<file path="src/rtl/alu_arbiter.sv">
// alu_arbiter: round-robin two-port arbiter and sequencer
// for the shared 16-bit combinational ALU.
module alu_arbiter #(
  parameter int DATA_W = 16,
  parameter int OP_W   = 3
) (
  input  logic              clk,
  input  logic              reset,
  input  logic              req0_valid,
  output logic              req0_ready,
  input  logic [DATA_W-1:0] req0_a,
  input  logic [DATA_W-1:0] req0_b,
  input  logic [OP_W-1:0]   req0_op,
  input  logic              req1_valid,
  output logic              req1_ready,
  input  logic [DATA_W-1:0] req1_a,
  input  logic [DATA_W-1:0] req1_b,
  input  logic [OP_W-1:0]   req1_op,
  output logic              rsp0_valid,
  input  logic              rsp0_ready,
  output logic              rsp1_valid,
  input  logic              rsp1_ready,
  output logic [DATA_W-1:0] rsp_result,
  output logic              rsp_zero,
  output logic [DATA_W-1:0] alu_a,
  output logic [DATA_W-1:0] alu_b,
  output logic [OP_W-1:0]   alu_op,
  input  logic [DATA_W-1:0] alu_result,
  input  logic              alu_zero
);

  typedef enum logic [1:0] {
    IDLE  = 2'd0,
    ISSUE = 2'd1,
    RESP  = 2'd2
  } state_t;

  state_t              r_state;
  logic                r_last;
  logic                r_owner;
  logic                r_rsp_valid;
  logic [DATA_W-1:0]   r_a;
  logic [DATA_W-1:0]   r_b;
  logic [OP_W-1:0]     r_op;
  logic [DATA_W-1:0]   r_result;
  logic                r_zero;

  logic                w_idle;
  logic                w_gnt_vld;
  logic                w_gnt_id;
  logic                w_rsp_rdy;
  logic [DATA_W-1:0]   w_a;
  logic [DATA_W-1:0]   w_b;
  logic [OP_W-1:0]     w_op;

  // On a tie the requester that did not win last time gets the grant.
  always_comb begin
    w_gnt_vld = req0_valid | req1_valid;
    w_gnt_id  = 1'b0;
    if (req0_valid && req1_valid) begin
      w_gnt_id = ~r_last;
    end else if (req1_valid) begin
      w_gnt_id = 1'b1;
    end
  end

  assign w_idle    = (r_state == IDLE) & ~reset;
  assign w_a       = w_gnt_id ? req1_a  : req0_a;
  assign w_b       = w_gnt_id ? req1_b  : req0_b;
  assign w_op      = w_gnt_id ? req1_op : req0_op;
  assign w_rsp_rdy = r_owner ? rsp1_ready : rsp0_ready;

  assign req0_ready = w_idle & w_gnt_vld & ~w_gnt_id;
  assign req1_ready = w_idle & w_gnt_vld &  w_gnt_id;

  assign rsp0_valid = r_rsp_valid & ~r_owner & ~reset;
  assign rsp1_valid = r_rsp_valid &  r_owner & ~reset;
  assign rsp_result = r_result;
  assign rsp_zero   = r_zero;

  assign alu_a  = r_a;
  assign alu_b  = r_b;
  assign alu_op = r_op;

  always_ff @(posedge clk) begin
    if (reset) begin
      r_state     <= IDLE;
      r_last      <= 1'b1;
      r_owner     <= 1'b0;
      r_rsp_valid <= 1'b0;
      r_a         <= '0;
      r_b         <= '0;
      r_op        <= '0;
      r_result    <= '0;
      r_zero      <= 1'b0;
    end else begin
      unique case (r_state)
        IDLE: begin
          if (w_gnt_vld) begin
            r_a     <= w_a;
            r_b     <= w_b;
            r_op    <= w_op;
            r_owner <= w_gnt_id;
            r_last  <= w_gnt_id;
            r_state <= ISSUE;
          end
        end
        ISSUE: begin
          r_result    <= alu_result;
          r_zero      <= alu_zero;
          r_rsp_valid <= 1'b1;
          r_state     <= RESP;
        end
        RESP: begin
          if (w_rsp_rdy) begin
            r_rsp_valid <= 1'b0;
            r_state     <= IDLE;
          end
        end
        default: begin
          r_rsp_valid <= 1'b0;
          r_state     <= IDLE;
        end
      endcase
    end
  end

endmodule

</file>
<file path="config.mk">
export PLATFORM = sky130hd
export DESIGN_NAME = alu_arbiter
export DESIGN_NICKNAME = d
export VERILOG_FILES = /design/src/rtl/alu_arbiter.sv
export SDC_FILE = /design/constraint.sdc
export NUM_CORES = 1
export LEC_CHECK = 0
export ABC_AREA = 1
export CAP_MARGIN = 25
export CORE_UTILIZATION = 40
export CTS_BUF_LIST = sky130_fd_sc_hd__clkbuf_4 sky130_fd_sc_hd__clkbuf_8 sky130_fd_sc_hd__clkbuf_16
export CTS_CLUSTER_DIAMETER = 80
export CTS_CLUSTER_SIZE = 20
export DETAILED_ROUTE_END_ITERATION = 16
export HOLD_SLACK_MARGIN = 0.1
export PLACE_DENSITY = 0.86
export SYNTH_ARGS = -nofsm -noshare
export SYNTH_HDL_FRONTEND = slang
export SYNTH_SLANG_ARGS = --single-unit
</file>
<file path="constraint.sdc">
create_clock -name clk -period 2.65 [get_ports clk]
set_input_delay 0.265 -clock clk [delete_from_list [all_inputs] [get_ports clk]]
set_output_delay 0.265 -clock clk [all_outputs]
set_load 0.005 [all_outputs]
</file>
==> results of run 1 <==
==> worst max-delay path by stage <==
stage	cells after the start	start	end
after CTS	6	r_state[1]	req1_ready
after global placement	6	req1_valid	req1_ready
final	6	r_state[1]	req1_ready
after detailed placement	6	req1_valid	req1_ready
after global routing	6	r_state[1]	req1_ready
after floorplan	6	r_state[1]	req1_ready
==> cells by family after synthesis <==
logic type	Yosys count	synth area share, %
and+or+nand+nor	210	37.5
DFF	57	46.2
AOI/OAI and AO/OA	37	7.50
buffers and inverters	45	8.81
==> power by group <==
part	internal (mW)	switching, mW
clock	0.531	0.319
sequential	0.957	0.0497
combinational	0.353	0.257
==> final cells by class <==
type                    count  area (um2)
fillers                   498        1780
repair buffers            153        1520
flip-flops and latches     57        1140
multi-input cells         247        1110
clock buffers              14         180
inverters                  25        93.8
well taps                  75        93.8
clock inverters             2        35.0
==> cells in the final DEF (no fill, tap or decap), types with 4 or more instances in the layout <==
master / synthesis / final
sky130_fd_sc_hd__clkdlybuf4s50_1: 0 / 148
sky130_fd_sc_hd__nor2_1: 84 / 84
sky130_fd_sc_hd__nand2_1: 58 / 58
sky130_fd_sc_hd__nand3_1: 57 / 57
sky130_fd_sc_hd__dfxtp_1: 57 / 57
sky130_fd_sc_hd__o21ai_0: 32 / 32
sky130_fd_sc_hd__inv_1: 21 / 21
sky130_fd_sc_hd__clkbuf_8: 0 / 12
sky130_fd_sc_hd__buf_4: 4 / 5
sky130_fd_sc_hd__inv_2: 4 / 4
==> cells in the mapped netlist <==
cell type / count
sky130_fd_sc_hd__nor3_1: 3
sky130_fd_sc_hd__nor2_1: 84
sky130_fd_sc_hd__nor2_8: 2
sky130_fd_sc_hd__inv_2: 4
sky130_fd_sc_hd__inv_1: 21
sky130_fd_sc_hd__dfxtp_1: 57
sky130_fd_sc_hd__nand2_2: 2
sky130_fd_sc_hd__o21ai_1: 3
sky130_fd_sc_hd__nor2_4: 3
sky130_fd_sc_hd__nand3_1: 57
sky130_fd_sc_hd__buf_2: 3
sky130_fd_sc_hd__buf_1: 1
sky130_fd_sc_hd__o21ai_0: 32
sky130_fd_sc_hd__nand2_1: 58
sky130_fd_sc_hd__a21oi_1: 2
sky130_fd_sc_hd__buf_4: 4
sky130_fd_sc_hd__buf_6: 4
sky130_fd_sc_hd__clkbuf_1: 8
sky130_fd_sc_hd__nand4_1: 1
==> state kept, by name, indices dropped and copies added (netlist names) <==
register / flops
rsp_zero: 1
alu_a: 16
r_owner: 1
rsp_result: 16
r_rsp_valid: 1
r_state: 2
r_last: 1
alu_op: 3
alu_b: 16
==> worst max-delay path: cells and delay by family (launching register included) <==
family	cells	cell delay (ps)
buffers and inverters	2	580
DFF	1	370
and+or+nand+nor	4	630
==> routing by layer <==
layer	wire, um	vias up	share of wire [%]	track usage [%]
met3	422	19	6.0	5.23
met4	212	0	3.0	13.9
li1	-	1398	-	-
met2	3380	89	48	39.2
met1	3020	1205	43	25.1
met5	0	-	0	0
==> through the flow <==
stage / cells / setup WS [ps] / hold WS [ps] / util [%] / power (mW)
floorplan: 349 / 1420 / 334 / - / 1.28
global placement: 557 / 564 / 454 / 66.5 / 1.62
detailed placement: 557 / 543 / 459 / 66.5 / 1.64
CTS: 573 / 432 / 477 / 70.1 / 2.50
global route: 573 / 312 / 488 / 70.1 / 2.60
finish: 573 / 470 / 472 / 70.1 / 2.47
==> parameters.txt, run 1 <==
Parameter                              Value

Outcome
  Outcome    finished, final reports clean

Drt
  DRT antenna net count    0
  Final routed wirelength across all metal layers    7040 um
  Drt via density    4.73
  Wirelength per Cell    between 10 and 15 um
  Count of TritonRoute iterations in the first routing pass    4
  Via count    2711
  Final routed DRC violation total    0
  Starting DRC count in detailed routing    96

Clock network
  TritonCTS clock tree    built
  Clk sink count    between 50 and 60
  TritonCTS buffer count    9
  Clock slew at reported path FFs    roughly 60 ps
  Number of buffers inserted by post-CTS setup repair    0
  Number of cells upsized or downsized after cts    0
  Maximum count of clock buffers along a single path    2
  Insertion delay of the later-clocked pin in the worst-skew pair    330 ps
  CTS root buf    sky130_fd_sc_hd__clkbuf_8
  Number of levels in the clock H-tree    3
  Hold bufs inserted after CTS    0

Power and ir drop
  PwrDens    591 nW/um2
  Peak ir drop on the vdd network    0.378 mV
  Leak Pwr    1.79 nW

Synth
  Cells taking the most area after synthesis    sky130_fd_sc_hd__dfxtp_1 (46%), sky130_fd_sc_hd__nor2_1 (13%), sky130_fd_sc_hd__nand3_1 (12%), sky130_fd_sc_hd__nand2_1 (8.8%), sky130_fd_sc_hd__o21ai_0 (6.5%)
  Post-Syn Instances    around 350
  Mean instance size in the synthesized netlist    7.08 um2
  Count of yosys warnings during synthesis    0
  Syn Nets    442
  Library cell occupying the most area in the post-synthesis netlist    sky130_fd_sc_hd__dfxtp_1
  Sequential share of the synthesized area    a little under half
  Post-synth top area share    46.2%
  Post-synthesis instance area    around 2500 um2
  Number of unique standard cell types used by synthesis    19
  Number of storage elements in the synthesis netlist    57

Timing
  Max Transition Viols Final    0
  Least-Margin Pin Slew    503 ps
  Setup repair after global routing missed its margin    no
  Portion of the clock cycle consumed by the worst path in the final layout    82.3%
  Final hold violation count    0
  Worst setup skew after layout    6.31 ps
  Post-layout minimum cycle time    between 2000 and 2500 ps
  Post-Route Setup TNS    0 ps
  Max frequency    459 MHz
  Worst slew margin    66.4%
  Number of failing setup endpoints in the final timing report    0

Global route
  Total Routing Usage GR    22.7%
  Global-route wire length before repair    11300 um
  Remaining Overflow, GRT    0
  Number of antenna violations at the first check in global routing    0
  Via count of the first global-routing pass    2610
  Pin count of the biggest net entering global routing    52

Floorplan
  Die Outline Area    roughly 6500 um2
  Area inside the core boundary    5960 um2
  Site row count    28
  Effective utilization at floorplan    41.5%
  Chip height    80.6 um
  Die width    between 80 and 90 um
  IO Pins    149

Min path
  Hold WC Path Type    reg -> reg
  Worst Hold Path EP    alu_a[0]
  Worst hold path cell count    2
  Worst min-delay path startpoint    alu_a[0]

Critical path
  Slowest cell delay on critical path    approximately 520 ps
  Type of the setup path with the least slack    reg -> out
  Endpoint required time on the critical path    2380 ps
  Standard cell with the maximum stage delay on the critical path    sky130_fd_sc_hd__clkdlybuf4s50_1
  Critical Path AT    roughly 1900 ps
  Startpoint of the worst-slack reg-to-reg timing path    r_state[1]
  FF-to-FF path depth    6
  Max FO, Critical Path    12
  R2R Setup Slk    1120 ps
  Chain of cells forming the critical path    nor2_1, nand2_2, nor2_4, nand2_1, inv_1, clkdlybuf4s50_1
  Critical R2R Capture    alu_b[13]
  Crit. End Element    primary output
  Crit start category    flip-flop

Job
  Reported max-cap violation count    0

Cells and area
  Layout overhead on the synthesized area    69.0%
  Share of layout cells above drive strength 1    6.43%
  Post-route cell area    between 4000 and 5000 um2
  ANT cells    0
  Layout Nets    586

Placement
  Global placer's final weighted congestion    0.765
  Input/output buffers    about 150
  HPWL Detailed    between 5000 and 6000 um
  Post-DP Area    roughly 4000 um2
(Power assumes the default switching activity.)
==> inputs of run 2 (changes only) <==
--- a/config.mk
+++ b/config.mk
@@ -7,13 +7,13 @@
 export LEC_CHECK = 0
 export ABC_AREA = 1
 export CAP_MARGIN = 25
-export CORE_UTILIZATION = 40
+export CORE_UTILIZATION = 37
 export CTS_BUF_LIST = sky130_fd_sc_hd__clkbuf_4 sky130_fd_sc_hd__clkbuf_8 sky130_fd_sc_hd__clkbuf_16
 export CTS_CLUSTER_DIAMETER = 80
 export CTS_CLUSTER_SIZE = 20
 export DETAILED_ROUTE_END_ITERATION = 16
 export HOLD_SLACK_MARGIN = 0.1
-export PLACE_DENSITY = 0.86
+export PLACE_DENSITY = 0.81
 export SYNTH_ARGS = -nofsm -noshare
 export SYNTH_HDL_FRONTEND = slang
 export SYNTH_SLANG_ARGS = --single-unit
==> constraint.sdc (replaced) <==
create_clock -name clk -period 2.17 [get_ports clk]
set_input_delay 0.217 -clock clk [delete_from_list [all_inputs] [get_ports clk]]
set_output_delay 0.217 -clock clk [all_outputs]
set_load 0.005 [all_outputs]
==> run 2 against run 1 <==
  * Core utilization shrank 5.4 points
  * Sequential power increased by 22%
  * Register-to-register slack worse by 340 ps
  * Critical path type unchanged
  * Wire length is 2.0% higher
  * Non-clock buffer count is the same
  * Highest routed layer unchanged
  * Design area fell by 0.96%
  * Flip-flop and latch count unchanged
==> parameters.txt, run 2 (synthesized netlist as in run 1, its figures left out) <==
Parameter                              Value

Critical path
  Critical Path AT    1680 ps
  R2R Setup Slk    around 780 ps
  FF-to-FF path depth    6
  Endpoint required time on the critical path    1950 ps
  Crit start category    flip-flop
  Crit. End Element    primary output
  Max FO, Critical Path    5
  Startpoint of the worst-slack reg-to-reg timing path    r_state[0]
  Top cell family by delay on the critical path    buffers and inverters
  Slowest cell delay on critical path    520 ps
  Standard cell with the maximum stage delay on the critical path    sky130_fd_sc_hd__clkdlybuf4s50_1
  Critical R2R Capture    alu_b[14]
  Chain of cells forming the critical path    nor2_1, nand2_2, nor2_4, nand2_1, inv_1, clkdlybuf4s50_1
  Type of the setup path with the least slack    reg -> out
  Crit path buffers/inverters    2

Drt
  Final routed DRC violation total    0
  Final routed wirelength across all metal layers    7180 um
  DRT antenna net count    0
  Drt via density    4.73
  Count of TritonRoute iterations in the first routing pass    4
  Wirelength per Cell    12.5 um
  Via count    between 2k and 3k
  Starting DRC count in detailed routing    97

Global route
  Pin count of the biggest net entering global routing    52
  Via count of the first global-routing pass    2553
  Global-route wire length before repair    11900 um
  Remaining Overflow, GRT    0
  Number of antenna violations at the first check in global routing    0
  Total Routing Usage GR    21.0%

Outcome
  Outcome    finished, final reports clean

Floorplan
  Die Outline Area    7010 um2
  IO Pins    149
  Effective utilization at floorplan    38.7%
  Area inside the core boundary    approximately 6400 um2
  Chip height    83.7 um
  Site row count    29
  Die width    83.7 um

Timing
  Post-layout minimum cycle time    1900 ps
  Worst slew margin    66.0%
  Max frequency    526 MHz
  Max Transition Viols Final    0
  Worst setup skew after layout    around 5.2 ps
  Final hold violation count    0
  Smallest hold slack    473 ps
  Portion of the clock cycle consumed by the worst path in the final layout    87.6%
  Post-Route Setup TNS    0 ps
  Setup repair after global routing missed its margin    no
  Least-Margin Pin Slew    509 ps
  Number of failing setup endpoints in the final timing report    0

Power and ir drop
  PwrDens    689 nW/um2
  Leak Pwr    1.77 nW
  Peak ir drop on the vdd network    0.458 mV

Cells and area
  Layout Nets    between 500 and 600
  ANT cells    0
  Most common cell after layout, fill and taps aside    sky130_fd_sc_hd__clkdlybuf4s50_1
  Post-route cell area    about 4100 um2
  Leading cell types in the layout, fill and taps excluded    sky130_fd_sc_hd__clkdlybuf4s50_1 (148), sky130_fd_sc_hd__nor2_1 (84), sky130_fd_sc_hd__nand2_1 (58), sky130_fd_sc_hd__nand3_1 (57), sky130_fd_sc_hd__dfxtp_1 (57)
  Share of layout cells above drive strength 1    5.86%
  Total of fill cells in the finished design    550
  Layout overhead on the synthesized area    67.4%
  Core utilization of the finished layout    roughly 65%

Min path
  Worst hold path cell count    2
  Worst min-delay path startpoint    alu_b[8]
  Hold WC Path Type    reg -> reg
  Worst Hold Path EP    alu_b[8]

Placement
  Post-DP Area    3960 um2
  HPWL Detailed    5130 um
  Input/output buffers    148
  Global placer's final weighted congestion    0.753

Clock network
  Number of levels in the clock H-tree    3
  Clk sink count    57
  Number of buffers inserted by post-CTS setup repair    0
  TritonCTS buffer count    9
  Insertion delay of the later-clocked pin in the worst-skew pair    320 ps
  Maximum count of clock buffers along a single path    2
  TritonCTS clock tree    built
  Clock slew at reported path FFs    60 ps
  Hold bufs inserted after CTS    0
  CTS root buf    sky130_fd_sc_hd__clkbuf_8
  Number of cells upsized or downsized after cts    0

Job
  Reported max-cap violation count    0
## run 2: cell types whose count changed in the layout (fill, tap and decap cells not counted)
| cell | change |
|---|---|
| sky130_fd_sc_hd__bufinv_16 | -1 |
| sky130_fd_sc_hd__clkbuf_4 | -1 |
| sky130_fd_sc_hd__clkinv_2 | -1 |
## run 2: cell type report
cell class	instances	area (um2)	share of cell area [%]
multi-input combinational	247	1110	26.9
sequential	57	1140	27.6
timing repair buffer	153	1520	36.7
clock buffer	13	173	4.18
inverter	25	93.8	2.27
tap	77	96.3	2.33
## run 2: power breakdown
group / internal, mW / leakage, nW / switching, mW
Combinational: 0.431 / 1.21 / 0.314
Sequential: 1.17 / 0.471 / 0.0603
Clock: 0.502 / 0.0909 / 0.373
Total: 2.10 / 1.77 / 0.748
## run 2: how the worst max path moves through the flow
stage,endpoint,depth (start not counted),slack [ps],start
floorplan,req1_ready,6,990,r_state[1]
global placement,rsp1_valid,3,330,reset
detailed placement,req1_ready,7,340,reset
CTS,req1_ready,6,250,r_state[1]
global route,req1_ready,6,130,r_state[1]
finish,req1_ready,6,270,r_state[1]
## run 2: worst min-delay path, cell delays in order (launching register included)
cell and delay (ps):
sky130_fd_sc_hd__dfxtp_1 320, sky130_fd_sc_hd__nand2_1 60, sky130_fd_sc_hd__nand3_1 60
## run 2: stage by stage
stage                     std cells  setup WS [ps]  total power [mW]
final                           572            270              2.85
after global routing            572            128              3.02
after CTS                       572            247              2.88
after detailed placement        559            341              2.00
after global placement          559            331              1.98
after floorplan                 349            987              1.56
## run 2: layer usage
layer	part of all wire (%)	vias up	track usage [%]
li1	-	1401	-
met1	46	1210	27.2
met2	47	86	33.7
met3	5.3	9	4.75
met4	1.6	0	8.47
met5	0	-	0
